### config.mk
export PLATFORM = sky130hd
export DESIGN_NAME = proc_ctrl_unit_flat
export DESIGN_NICKNAME = d
export VERILOG_FILES = /design/src/rtl/proc_ctrl_unit_pkg.sv /design/src/rtl/proc_ctrl_unit_if.sv /design/src/rtl/proc_ctrl_unit_op_decode.sv /design/src/rtl/proc_ctrl_unit.sv /design/src/flat_wrapper.sv
export SDC_FILE = /design/constraint.sdc
export NUM_CORES = 1
export LEC_CHECK = 0
export CORE_MARGIN = 2
export CORE_UTILIZATION = 49
export DETAILED_ROUTE_END_ITERATION = 6
export DONT_BUFFER_PORTS = 1
export GPL_TIMING_DRIVEN = 0
export SLEW_MARGIN = 0
export SYNTH_ARGS = -nofsm -noshare
export SYNTH_HDL_FRONTEND = slang
export SYNTH_HIERARCHICAL = 1
export SYNTH_SLANG_ARGS = --single-unit
### constraint.sdc
create_clock -name clk -period 4 [get_ports clk]
set_input_delay 0.8 -clock clk [delete_from_list [all_inputs] [get_ports clk]]
set_output_delay 0.8 -clock clk [all_outputs]
set_load 0.02 [all_outputs]
### src/rtl/proc_ctrl_unit_pkg.sv
// Shared types and constants for the multi-cycle processor control unit.
// Imported by the decoder, the control FSM and the testbench.
package proc_pkg;

  typedef enum logic [2:0] {
    S_IDLE,
    S_FETCH,
    S_DECODE,
    S_EXEC,
    S_MEM,
    S_WB,
    S_HALT
  } state_t;

  typedef enum logic [2:0] {
    C_NOP,
    C_ALU,
    C_LOAD,
    C_STORE,
    C_BEQ,
    C_JMP,
    C_HALT,
    C_ILLEGAL
  } op_class_t;

  localparam int OP_NOP    = 0;
  localparam int OP_ALU_LO = 1;
  localparam int OP_ALU_HI = 31;
  localparam int OP_LOAD   = 32;
  localparam int OP_STORE  = 33;
  localparam int OP_BEQ    = 34;
  localparam int OP_JMP    = 35;
  localparam int OP_HALT   = 63;

  localparam logic [1:0] MUX_MEM = 2'd0;
  localparam logic [1:0] MUX_ALU = 2'd1;
  localparam logic [1:0] MUX_IMM = 2'd2;
  localparam logic [1:0] MUX_PC  = 2'd3;

endpackage

### src/rtl/proc_ctrl_unit_if.sv
// Handshake bundle between the instruction parser/datapath and the control FSM.
// The slave side is the control unit; the master side drives opcode and flags.
interface proc_ctrl_unit_if #(
  parameter int OPW        = 6,
  parameter int MUX_SEL_SZ = 2,
  parameter int CNT_WIDTH  = 32
);
  logic                  i_run;
  logic [OPW-1:0]        i_opcd;
  logic                  i_alu_zero;
  logic                  o_ir_e;
  logic                  o_pc_e;
  logic                  o_ld_pc;
  logic                  o_mem_we;
  logic                  o_rf_we;
  logic [MUX_SEL_SZ-1:0] o_mux_sel;
  logic                  o_addr_sel;
  logic [OPW-1:0]        o_alu_op;
  logic                  o_halt;
  logic                  o_illegal;
  logic [CNT_WIDTH-1:0]  o_ret_cnt;

  modport master (
    output i_run, i_opcd, i_alu_zero,
    input  o_ir_e, o_pc_e, o_ld_pc, o_mem_we, o_rf_we, o_mux_sel,
           o_addr_sel, o_alu_op, o_halt, o_illegal, o_ret_cnt
  );

  modport slave (
    input  i_run, i_opcd, i_alu_zero,
    output o_ir_e, o_pc_e, o_ld_pc, o_mem_we, o_rf_we, o_mux_sel,
           o_addr_sel, o_alu_op, o_halt, o_illegal, o_ret_cnt
  );
endinterface

### src/rtl/proc_ctrl_unit_op_decode.sv
// Combinational opcode-to-class decoder; anything not explicitly defined is illegal.
module proc_op_decode
  import proc_pkg::*;
#(
  parameter int OPW = 6
) (
  input  logic [OPW-1:0] opcd,
  output op_class_t      op_class
);

  int opv;

  always_comb begin
    opv      = int'(opcd);
    op_class = C_ILLEGAL;
    if (opv == OP_NOP)                           op_class = C_NOP;
    else if (opv >= OP_ALU_LO && opv <= OP_ALU_HI) op_class = C_ALU;
    else if (opv == OP_LOAD)                     op_class = C_LOAD;
    else if (opv == OP_STORE)                    op_class = C_STORE;
    else if (opv == OP_BEQ)                      op_class = C_BEQ;
    else if (opv == OP_JMP)                      op_class = C_JMP;
    else if (opv == OP_HALT)                     op_class = C_HALT;
  end

endmodule

### src/rtl/proc_ctrl_unit.sv
// Multi-cycle control FSM: fetch/decode/exec/mem/writeback sequencing with a
// memory-latency wait counter and a retired-instruction counter.
module proc_ctrl_unit
  import proc_pkg::*;
#(
  parameter int ISA_DPTH   = 64,
  parameter int MUX_SEL_SZ = 2,
  parameter int MEM_LAT    = 1,
  parameter int CNT_WIDTH  = 32
) (
  input logic             clk,
  input logic             rst_n,
  proc_ctrl_unit_if.slave bus
);

  localparam int OPW = $clog2(ISA_DPTH);

  state_t               state, state_next;
  logic [2:0]           wcnt;
  logic [OPW-1:0]       alu_op;
  logic                 illegal;
  logic [CNT_WIDTH-1:0] ret_cnt;
  logic                 retire;
  state_t               boundary;
  op_class_t            dec_class, exec_class;

  logic       ir_e, pc_e, ld_pc, mem_we, rf_we, addr_sel, halt;
  logic [1:0] mux_sel;

  proc_op_decode #(.OPW(OPW)) u_dec_in   (.opcd(bus.i_opcd), .op_class(dec_class));
  proc_op_decode #(.OPW(OPW)) u_dec_exec (.opcd(alu_op),     .op_class(exec_class));

  // Wait counter reloads on every state change so FETCH and LOAD-MEM each last MEM_LAT cycles
  always_ff @(posedge clk or negedge rst_n) begin
    if (!rst_n) begin
      state <= S_IDLE;
      wcnt  <= '0;
    end else begin
      state <= state_next;
      if (state_next != state) wcnt <= 3'(MEM_LAT - 1);
      else if (wcnt != '0)     wcnt <= wcnt - 3'd1;
    end
  end

  always_ff @(posedge clk or negedge rst_n) begin
    if (!rst_n) begin
      alu_op  <= '0;
      illegal <= 1'b0;
      ret_cnt <= '0;
    end else begin
      if (state == S_DECODE) alu_op <= bus.i_opcd;
      if (state == S_DECODE && dec_class == C_ILLEGAL) illegal <= 1'b1;
      if (retire) ret_cnt <= ret_cnt + CNT_WIDTH'(1);
    end
  end

  always_comb begin
    state_next = state;
    retire     = 1'b0;
    boundary   = bus.i_run ? S_FETCH : S_IDLE;
    case (state)
      S_IDLE:  if (bus.i_run) state_next = S_FETCH;
      S_FETCH: if (wcnt == '0) state_next = S_DECODE;
      S_DECODE: begin
        case (dec_class)
          C_NOP:     begin retire = 1'b1; state_next = boundary; end
          C_HALT:    begin retire = 1'b1; state_next = S_HALT;   end
          C_ILLEGAL: state_next = S_HALT;
          default:   state_next = S_EXEC;
        endcase
      end
      S_EXEC: begin
        case (exec_class)
          C_ALU:           state_next = S_WB;
          C_LOAD, C_STORE: state_next = S_MEM;
          default:         begin retire = 1'b1; state_next = boundary; end
        endcase
      end
      S_MEM: begin
        if (exec_class == C_STORE) begin
          retire     = 1'b1;
          state_next = boundary;
        end else if (wcnt == '0) begin
          state_next = S_WB;
        end
      end
      S_WB:    begin retire = 1'b1; state_next = boundary; end
      S_HALT:  state_next = S_HALT;
      default: state_next = S_IDLE;
    endcase
  end

  // Moore outputs, except the BEQ branch which passes the ALU zero flag straight through
  always_comb begin
    ir_e     = 1'b0;
    pc_e     = 1'b0;
    ld_pc    = 1'b0;
    mem_we   = 1'b0;
    rf_we    = 1'b0;
    addr_sel = 1'b0;
    halt     = 1'b0;
    mux_sel  = MUX_MEM;
    case (state)
      S_FETCH: if (wcnt == '0) begin ir_e = 1'b1; pc_e = 1'b1; end
      S_EXEC: begin
        if (exec_class == C_BEQ)      ld_pc = bus.i_alu_zero;
        else if (exec_class == C_JMP) ld_pc = 1'b1;
      end
      S_MEM: begin
        addr_sel = 1'b1;
        if (exec_class == C_STORE) mem_we = 1'b1;
      end
      S_WB: begin
        rf_we = 1'b1;
        if (exec_class == C_ALU) mux_sel = MUX_ALU;
      end
      S_HALT:  halt = 1'b1;
      default: ;
    endcase
  end

  assign bus.o_ir_e     = ir_e;
  assign bus.o_pc_e     = pc_e;
  assign bus.o_ld_pc    = ld_pc;
  assign bus.o_mem_we   = mem_we;
  assign bus.o_rf_we    = rf_we;
  assign bus.o_mux_sel  = MUX_SEL_SZ'(mux_sel);
  assign bus.o_addr_sel = addr_sel;
  assign bus.o_alu_op   = alu_op;
  assign bus.o_halt     = halt;
  assign bus.o_illegal  = illegal;
  assign bus.o_ret_cnt  = ret_cnt;

endmodule

### src/flat_wrapper.sv
// flat-port wrapper written by rule: the top's interface ports become plain ports
module proc_ctrl_unit_flat import proc_pkg::*;
#(
  parameter int ISA_DPTH   = 64,
  parameter int MUX_SEL_SZ = 2,
  parameter int MEM_LAT    = 1,
  parameter int CNT_WIDTH  = 32
)
  (clk, rst_n, bus_i_run, bus_i_opcd, bus_i_alu_zero, bus_o_ir_e, bus_o_pc_e, bus_o_ld_pc, bus_o_mem_we, bus_o_rf_we, bus_o_mux_sel, bus_o_addr_sel, bus_o_alu_op, bus_o_halt, bus_o_illegal, bus_o_ret_cnt);
  proc_ctrl_unit_if #(.OPW(6), .MUX_SEL_SZ(MUX_SEL_SZ), .CNT_WIDTH(CNT_WIDTH)) bus_i ();
  input logic clk;
  input logic rst_n;
  input wire logic [$bits(bus_i.i_run)-1:0] bus_i_run;
  input wire logic [$bits(bus_i.i_opcd)-1:0] bus_i_opcd;
  input wire logic [$bits(bus_i.i_alu_zero)-1:0] bus_i_alu_zero;
  output wire logic [$bits(bus_i.o_ir_e)-1:0] bus_o_ir_e;
  output wire logic [$bits(bus_i.o_pc_e)-1:0] bus_o_pc_e;
  output wire logic [$bits(bus_i.o_ld_pc)-1:0] bus_o_ld_pc;
  output wire logic [$bits(bus_i.o_mem_we)-1:0] bus_o_mem_we;
  output wire logic [$bits(bus_i.o_rf_we)-1:0] bus_o_rf_we;
  output wire logic [$bits(bus_i.o_mux_sel)-1:0] bus_o_mux_sel;
  output wire logic [$bits(bus_i.o_addr_sel)-1:0] bus_o_addr_sel;
  output wire logic [$bits(bus_i.o_alu_op)-1:0] bus_o_alu_op;
  output wire logic [$bits(bus_i.o_halt)-1:0] bus_o_halt;
  output wire logic [$bits(bus_i.o_illegal)-1:0] bus_o_illegal;
  output wire logic [$bits(bus_i.o_ret_cnt)-1:0] bus_o_ret_cnt;
  assign bus_i.i_run = bus_i_run;
  assign bus_i.i_opcd = bus_i_opcd;
  assign bus_i.i_alu_zero = bus_i_alu_zero;
  assign bus_o_ir_e = bus_i.o_ir_e;
  assign bus_o_pc_e = bus_i.o_pc_e;
  assign bus_o_ld_pc = bus_i.o_ld_pc;
  assign bus_o_mem_we = bus_i.o_mem_we;
  assign bus_o_rf_we = bus_i.o_rf_we;
  assign bus_o_mux_sel = bus_i.o_mux_sel;
  assign bus_o_addr_sel = bus_i.o_addr_sel;
  assign bus_o_alu_op = bus_i.o_alu_op;
  assign bus_o_halt = bus_i.o_halt;
  assign bus_o_illegal = bus_i.o_illegal;
  assign bus_o_ret_cnt = bus_i.o_ret_cnt;
  proc_ctrl_unit #(.ISA_DPTH(ISA_DPTH), .MUX_SEL_SZ(MUX_SEL_SZ), .MEM_LAT(MEM_LAT), .CNT_WIDTH(CNT_WIDTH)) u_core (.clk(clk), .rst_n(rst_n), .bus(bus_i));
endmodule
# Word level (Yosys, flattened, before mapping)

Index checks and enable logic that the tools add are counted.

Magnitude comparators: 4
Reduce and logical (&&, ||, !) cells: 14
Add/sub/neg operators: 2
Mux-type cells: 39
Equal/unequal tests: 24

Operators with widths:

| kind                                                                                 | count |
|---|---|
| 6-bit == test (second input constant)                                                | 8 |
| 3-bit two-way mux                                                                    | 14 |
| 32-bit by 1-bit adder with 32-bit output (second input constant)                     | 1 |
| 3-bit == test (second input constant)                                                | 7 |
| 3-bit one-hot mux with 7 select lines                                                | 1 |
| 1-bit two-way mux                                                                    | 16 |
| 3-bit by 2-bit == test with 1-bit output (second input constant)                     | 4 |
| 6-bit by 1-bit == test with 1-bit output (second input constant)                     | 2 |
| 6-bit by 1-bit greater-or-equal comparator with 1-bit output (second input constant) | 2 |
| 6-bit by 5-bit <= comparator with 1-bit output (second input constant)               | 2 |
| 6-bit zero test                                                                      | 2 |
| 3-bit one-hot mux with 2 select lines                                                | 2 |
| 2-bit two-way mux                                                                    | 5 |
| 3-bit zero test                                                                      | 3 |
| 3-bit by 1-bit == test with 1-bit output (second input constant)                     | 2 |
| 2-bit OR reduction                                                                   | 3 |
| 1-bit one-hot mux with 4 select lines                                                | 1 |
| 1-bit logical AND                                                                    | 3 |
| 3-bit inequality test                                                                | 1 |
| 3-bit nonzero test                                                                   | 1 |
| 3-bit OR reduction                                                                   | 1 |
| 3-bit by 1-bit subtractor with 3-bit output (second input constant)                  | 1 |
| 2-bit nonzero test                                                                   | 1 |

Logic and storage cells: 88
Register bits: 45

# Longest topological paths before layout

Gate-level depths: netlist (run 1).

Depth in word-level cells: 14
Mapped depth: 8
Depth with buffers taken out: 8

# Modules after synthesis

Netlist (run 1), hierarchy kept.

Modules (own cells, without submodules):

| module         | area each (µm²) | cells each | times used |
|---|---|---|---|
| proc_ctrl_unit | 2417.3          | 236        | 1 |
| proc_op_decode | 52.6            | 8          | 2 |

# Worst setup path before layout (run 1)

Ideal clock, no wire load.

Kind: reg-to-output
Start: register u_core.alu_op[1] (netlist: u_core/bus.o_alu_op[1])
End: output port bus_o_ld_pc
Slack: 1.447 ns
Cell stages (with the launch flop): 5
Data arrival time: 1.753 ns
Buffers on the path: 0
Cell sequence: dfrtp_1 > and4_4 > a32oi_1 > o21ai_0 > nor4_1

Longest elaborated chain between the ends: 12
Elaborated cells between the ends (all ways): 21

RTL lines:

| what                                     | RTL line                       | RTL |
|---|---|---|
| start, declared                          | proc_ctrl_unit.sv:20           | `logic [OPW-1:0] alu_op;` |
| start signal, assigned                   | proc_ctrl_unit.sv:51           | `if (state == S_DECODE) alu_op <= bus.i_opcd;` |
| 6-bit by 1-bit == test with 1-bit output | proc_ctrl_unit_op_decode.sv:22 | `else if (opv == OP_HALT) op_class = C_HALT;` |
| 1-bit two-way mux                        | proc_ctrl_unit_op_decode.sv:22 |  |
| 2-bit two-way mux                        | proc_ctrl_unit_op_decode.sv:21 | `else if (opv == OP_JMP) op_class = C_JMP;` |
| 2-bit two-way mux                        | proc_ctrl_unit_op_decode.sv:20 | `else if (opv == OP_BEQ) op_class = C_BEQ;` |
| 3-bit two-way mux                        | proc_ctrl_unit_op_decode.sv:19 | `else if (opv == OP_STORE) op_class = C_STORE;` |
| 3-bit two-way mux                        | proc_ctrl_unit_op_decode.sv:18 | `else if (opv == OP_LOAD) op_class = C_LOAD;` |
| 3-bit two-way mux                        | proc_ctrl_unit_op_decode.sv:17 | `else if (opv >= OP_ALU_LO && opv <= OP_ALU_HI) op_class = C_ALU;` |
| 3-bit two-way mux (*)                    | proc_ctrl_unit_op_decode.sv:16 | `if (opv == OP_NOP) op_class = C_NOP;` |
| via u_core.exec_class[0]                 | proc_ctrl_unit.sv:25           | `op_class_t dec_class, exec_class;` |
| 3-bit == test                            | proc_ctrl_unit.sv:107          | `else if (exec_class == C_JMP) ld_pc = 1'b1;` |
| 1-bit two-way mux                        | proc_ctrl_unit.sv:107          |  |
| 1-bit two-way mux (*)                    | proc_ctrl_unit.sv:106          | `if (exec_class == C_BEQ) ld_pc = bus.i_alu_zero;` |
| 1-bit two-way mux (*)                    | proc_ctrl_unit.sv:103          | `case (state)` |
| end, declared                            | flat_wrapper.sv:18             | `output wire logic [$bits(bus_i.o_ld_pc)-1:0] bus_o_ld_pc;` |

The timed path passes the listed nets; every way through them passes the cells marked *.

# Worst setup path after layout (run 1)

Ends and elaborated chain as after synthesis.

==> results of run 1 <==
-- metal layers --
metal  routed length, um  share of wire  global-route usage
met5                   0              0                   0
met4                  27         0.0053              0.0546
met3                 287          0.056              0.0635
met2                2460           0.48               0.315
met1                2340           0.46               0.248
-- area by class of cell --
type	instances	area, um^2
plain buffers	7	38.8
clock buffers	7	86.3
fillers	488	2350
inverters	14	52.6
multi-input cells	186	1310
flip-flops and latches	45	1130
well taps	70	87.6
-- worst paths after layout --
kind                                                         start                              endpoint  slack, ps  cells past startpoint
min in group clk                        u_core/wcnt[1]$_DFFE_PN0P_            u_core/wcnt[1]$_DFFE_PN0P_        570                      2
worst max-delay path            u_core/bus.o_alu_op[1]$_DFFE_PN0P_                           bus_o_ld_pc       1000                      4
worst min-delay path                                         rst_n    u_core/bus.o_alu_op[0]$_DFFE_PN0P_        210                      0
worst max register to register  u_core/bus.o_alu_op[3]$_DFFE_PN0P_   u_core/bus.o_ret_cnt[1]$_DFFE_PN0P_       1180                      6
max in group asynchronous                                    rst_n  u_core/bus.o_ret_cnt[26]$_DFFE_PN0P_       3700                      0
worst min register to register          u_core/wcnt[1]$_DFFE_PN0P_            u_core/wcnt[1]$_DFFE_PN0P_        570                      2
-- where the power goes --
part,internal [mW],switching [mW]
registers,0.531,0.190
logic,0.191,0.316
clock network,0.137,0.133
-- flip-flops by register name, summed over array words and instances (netlist names) --
| signal | cells |
|---|---|
| u_core/bus.o_ret_cnt | 32 |
| u_core/bus.o_alu_op | 6 |
| u_core/state | 3 |
| u_core/wcnt | 3 |
| u_core/bus.o_illegal | 1 |
-- through the flow --
stage | total power [mW] | instance area, um^2 | util | setup slack [ps]
after global placement | 1.23 | 2610 | 0.518 | 1170
after floorplan | 1.12 | 2520 | - | 1450
after detailed placement | 1.24 | 2610 | 0.518 | 1180
final | 1.50 | 2700 | 0.535 | 1000
after global routing | 1.61 | 2700 | 0.535 | 847
after CTS | 1.51 | 2700 | 0.535 | 980
-- synth_stat cells (all sizes together) (2+ instances only) --
cell,count
a21oi,9
nor3,9
nand4,18
a211oi,2
clkbuf,3
nor2,16
nor4,6
nand3,5
ha,3
a32oi,2
or3b,2
a21boi,3
nand2,33
o2111ai,2
o21ai,5
and4,3
nand3b,2
and3,5
nor3b,2
nor2b,2
xnor2,22
dfrtp,45
nand2b,3
inv,14
and2,3
buf,4
xor2,11
o22ai,2
-- placed cells by master, fill, tap and decap left out, types with 6 or more instances in the layout --
| master | synthesis | layout |
|---|---|---|
| nand2_1 | 33 | 33 |
| nor3_1 | 6 | 6 |
| clkbuf_8 | 0 | 6 |
| nor2_1 | 16 | 16 |
| a21oi_1 | 7 | 7 |
| nand4_1 | 18 | 18 |
| xor2_1 | 11 | 11 |
| dfrtp_1 | 45 | 45 |
| inv_1 | 14 | 14 |
| xnor2_1 | 22 | 22 |
-- kinds of logic (layout without fill, tap and decap cells) --
| family | after synthesis | after routing | share of synthesized area |
|---|---|---|---|
| other | 1 | 1 | 0.00149 |
| and+or+nand+nor | 113 | 113 | 0.253 |
| adders and majority gates | 3 | 3 | 0.0149 |
| xor gates and xnor gates | 33 | 33 | 0.115 |
| buffers and inverters | 21 | 28 | 0.0362 |
| AOI/OAI and AO/OA | 34 | 34 | 0.125 |
| muxes | 2 | 2 | 0.00843 |
| DFF | 45 | 45 | 0.446 |
==> run summary, run 1 <==
Setup violators final = 0
Total CTS buffers = 5
Syn_nets = 265
Post-cts resize count = 0
Area grow syn2layout = 6.90%
Die height = 75.8 um
Delay-heaviest family, CP = simple AND/OR/NAND/NOR gates
CP startpoint kind = flop
Clock Latency Late Sink = 280 ps
Num rows = 26
Clk buf depth = 2
Outcome = finished, final reports clean
Average size of a mapped cell = 10.0 um^2
Remaining DRCs = 0
Die area = 0.00574 mm^2
Final Hold Vio Count = 0
First-pass GRT wire length = 8290 um
# placed instances = 322
Cell area after synthesis = 0.00252 mm^2
Peak supply drop = 0.000316 V
Buf/Inv on CP = 0
Dominant cell type by area after synthesis = dfrtp_1
Hold-fix buffers at CTS = 0
Top cells by area, synth = dfrtp_1 (45%), xnor2_1 (7.6%), nand2_1 (4.9%), nand4_1 (4.5%), xor2_1 (3.8%)
Router iterations before antenna repair = 4
CTS tree = done
Wire per inst = 15.5 um
Yosys top cell area share = 0.446
Asr flop ratio synth = 1.00
Hold slack = 207 ps
Post-route clock period utilization = 0.750
Worst slew margin = 0.265
Netlist cell types = 54
Peak Freq = 333 MHz
CTS Sinks = 45
Routed WL = 5110 um
Io pins = 58
GPL Wtd Cong = 0.792
Non-filler cells, final = 329
Slowest cell on crit path = nor4_1
DRT iter0 DRCs = 78
Max Cap Violations = 0
Ys flop type = dfrtp_1
Critical path fanouts, max = 6
Seq cells post-synth = 45
Die Width = 75.8 um
Setup Fix Bufs, Post-CTS = 0
Tmin final = 3000 ps
EDFF count, synth = 0
Least-Margin Pin Slew = 1090 ps
Grt ovf = 0
Vias in the first global route = 1786
Worst path arrival time = 2200 ps
Vias per Instance = 5.56
Leakage = 1.16 nW
Root Buffer = clkbuf_8
Number of routed nets with antenna violations = 0
Skew final = 5.47 ps
PD cells = 556 mW/mm^2
Yosys warning count = 6
RSZ-0062 raised after global routing = no
CP peak stage delay = 690 ps
TNS Setup = 0 ps
Gr usage total = 0.193
Hold WC Path Type = in2async
Seq/Total Area, Yosys = 0.446
Layout cells sized above 1 = 0.112
Count of final max-slew check failures = 0
Initial antenna violation count = 0
Core area = 0.00504 mm^2
Clock transition at the registers of the reported paths = 70 ps
Setup Crit Path Kind = reg2out
CP Cell Sequence = and4_4 > a32oi_1 > o21ai_0 > nor4_1
Initial Util = 0.500
Vias = 1828
Port-buffer cells = 0
Pin count of the biggest net entering global routing = 46
H-tree depth = 2
Worst setup EP type = primary output
Inserted Diodes = 0
WP data required = 3200 ps
Post-DP HPWL = 3910 um
Post-synthesis instance total = 252
Fin nets = 272
(Power assumes the default switching activity.)
==> run 2, diff against run 1 <==
- clock period: 4 -> 3.01 ns (I/O delays scaled with it)
==> run summary, run 2 (synthesized netlist as in run 1, its figures left out) <==
First-pass GRT wire length = 8440 um
Skew final = 6.33 ps
Design area = 0.00273 mm^2
Reg2Reg Setup Slack = 190 ps
Worst setup EP type = flop
Max Cap Violations = 0
CP startpoint kind = flop
Most common library cell in the layout ignoring fill and taps = dfrtp_1
Wire per inst = 15.7 um
Layout cells sized above 1 = 0.115
Delay-heaviest family, CP = compound AO/OA/AOI/OAI gates
Setup Crit Path Kind = reg2reg
Reg2Reg Depth = 6
Tmin final = 2820 ps
Setup violators final = 0
Post-route clock period utilization = 0.937
GPL Wtd Cong = 0.792
Clk buf depth = 2
Flop pwr share = 0.478
NetSw = 0.861 mW
Root Buffer = clkbuf_8
Initial Util = 0.500
Worst slew margin = 0.266
H-tree depth = 2
Critical path fanouts, max = 6
Io pins = 58
RR Startpoint = u_core/bus.o_alu_op[3]$_DFFE_PN0P_
Total CTS buffers = 5
Sw Ratio = 0.429
CTS tree = done
Vias in the first global route = 1789
Slowest cell on crit path = o21ai_0
Core area = 0.00504 mm^2
Inserted Diodes = 0
Vias = 1824
Peak Freq = 355 MHz
Die height = 75.8 um
Fin util = 0.541
Reg2reg end = u_core/bus.o_ret_cnt[1]$_DFFE_PN0P_
Most frequent cells in the layout = dfrtp_1 (45), nand2_1 (33), xnor2_1 (22), nand4_1 (18), nor2_1 (16)
Clock Latency Late Sink = 280 ps
Fin nets = 274
Clock transition at the registers of the reported paths = 70 ps
Initial antenna violation count = 0
Remaining DRCs = 0
Leakage = 1.17 nW
RSZ-0062 raised after global routing = no
CP Cell Sequence = nor3_2 > a21oi_1 > and3b_1 > o21ai_0 > nand2_1 > mux2_2
Worst path arrival time = 2990 ps
Placed cell area = 0.00261 mm^2
Buf/Inv on CP = 0
Least-Margin Pin Slew = 1090 ps
Router iterations before antenna repair = 4
CP peak stage delay = 850 ps
Post-DP HPWL = 3910 um
Grt ovf = 0
Vias per Instance = 5.51
Clock power frac = 0.178
Die area = 0.00574 mm^2
Combinational share of power = 0.344
Peak supply drop = 0.000419 V
Number of routed nets with antenna violations = 0
Gr usage total = 0.198
DRT iter0 DRCs = 69
Post-cts resize count = 0
Internal cell power = 1.15 mW
Pin count of the biggest net entering global routing = 40
Final Hold Vio Count = 0
WP data required = 3180 ps
Num rows = 26
Hold WC Path Type = in2async
Outcome = finished, final reports clean
Port-buffer cells = 0
Area grow syn2layout = 8.09%
Hold slack = 150 ps
CTS Sinks = 45
TNS Setup = 0 ps
Die Width = 75.8 um
PD cells = 736 mW/mm^2
Count of final max-slew check failures = 0
Routed WL = 5210 um
Number of flip-flops in the largest register = 32
## run 2: cell types whose count changed in the layout (fill, tap and decap cells not counted), sizes merged
cell,before,now
dlygate4sd3,0,1
buf,4,5
## run 2: worst max-delay path by stage
stage               slack [ps]                          startpoint  cells past startpoint                                   to
detailed placement         220  u_core/bus.o_alu_op[3]$_DFFE_PN0P_                      6  u_core/bus.o_ret_cnt[1]$_DFFE_PN0P_
global route                20  u_core/bus.o_alu_op[3]$_DFFE_PN0P_                      6  u_core/bus.o_ret_cnt[1]$_DFFE_PN0P_
finish                     190  u_core/bus.o_alu_op[3]$_DFFE_PN0P_                      6  u_core/bus.o_ret_cnt[1]$_DFFE_PN0P_
floorplan                  620  u_core/bus.o_alu_op[1]$_DFFE_PN0P_                      6  u_core/bus.o_ret_cnt[1]$_DFFE_PN0P_
CTS                        190  u_core/bus.o_alu_op[1]$_DFFE_PN0P_                      4                          bus_o_ld_pc
global placement           220  u_core/bus.o_alu_op[3]$_DFFE_PN0P_                      6  u_core/bus.o_ret_cnt[1]$_DFFE_PN0P_
## run 2: stage by stage
| step | instances | total power [mW] | worst slack, ps |
|---|---|---|---|
| global placement | 322 | 1.64 | 218 |
| global route | 331 | 2.16 | 15.2 |
| finish | 331 | 2.01 | 191 |
| CTS | 331 | 2.03 | 188 |
| floorplan | 252 | 1.49 | 620 |
| detailed placement | 322 | 1.65 | 221 |
## run 2: area by class of cell
class / instances / area (um^2)
Inverter: 14 / 52.6
Buffer: 7 / 38.8
Clock buffer: 7 / 86.3
Sequential cell: 45 / 1130
Multi-Input combinational cell: 186 / 1310
Fill cell: 485 / 2320
Tap cell: 70 / 87.6
Timing Repair Buffer: 2 / 30.0
## run 2: what timing repair did
| action | in CTS | in global routing |
|---|---|---|
| hold buffers | 2 | 0 |
| setup buffers | 0 | 0 |
| endpoints found under the hold margin | 39 | 0 |
## run 2: per-layer routing
| layer | wire (um) | global-route usage | vias to the layer above | share of wire |
|---|---|---|---|---|
| met2 | 2500 | 0.323 | 38 | 0.48 |
| met4 | 27 | 0.0507 | 0 | 0.0052 |
| met3 | 272 | 0.0622 | 2 | 0.052 |
| li1 | - | - | 911 | - |
| met1 | 2410 | 0.256 | 873 | 0.46 |
| met5 | 0 | 0 | - | 0 |
## run 2: power by group through the flow
stage | logic, mW | registers (mW) | clock network [mW]
after floorplan | 0.562 | 0.926 | 0
after global placement | 0.670 | 0.967 | 0
after detailed placement | 0.673 | 0.972 | 0
after CTS | 0.692 | 0.959 | 0.376
after global routing | 0.773 | 0.983 | 0.402
final | 0.690 | 0.959 | 0.358
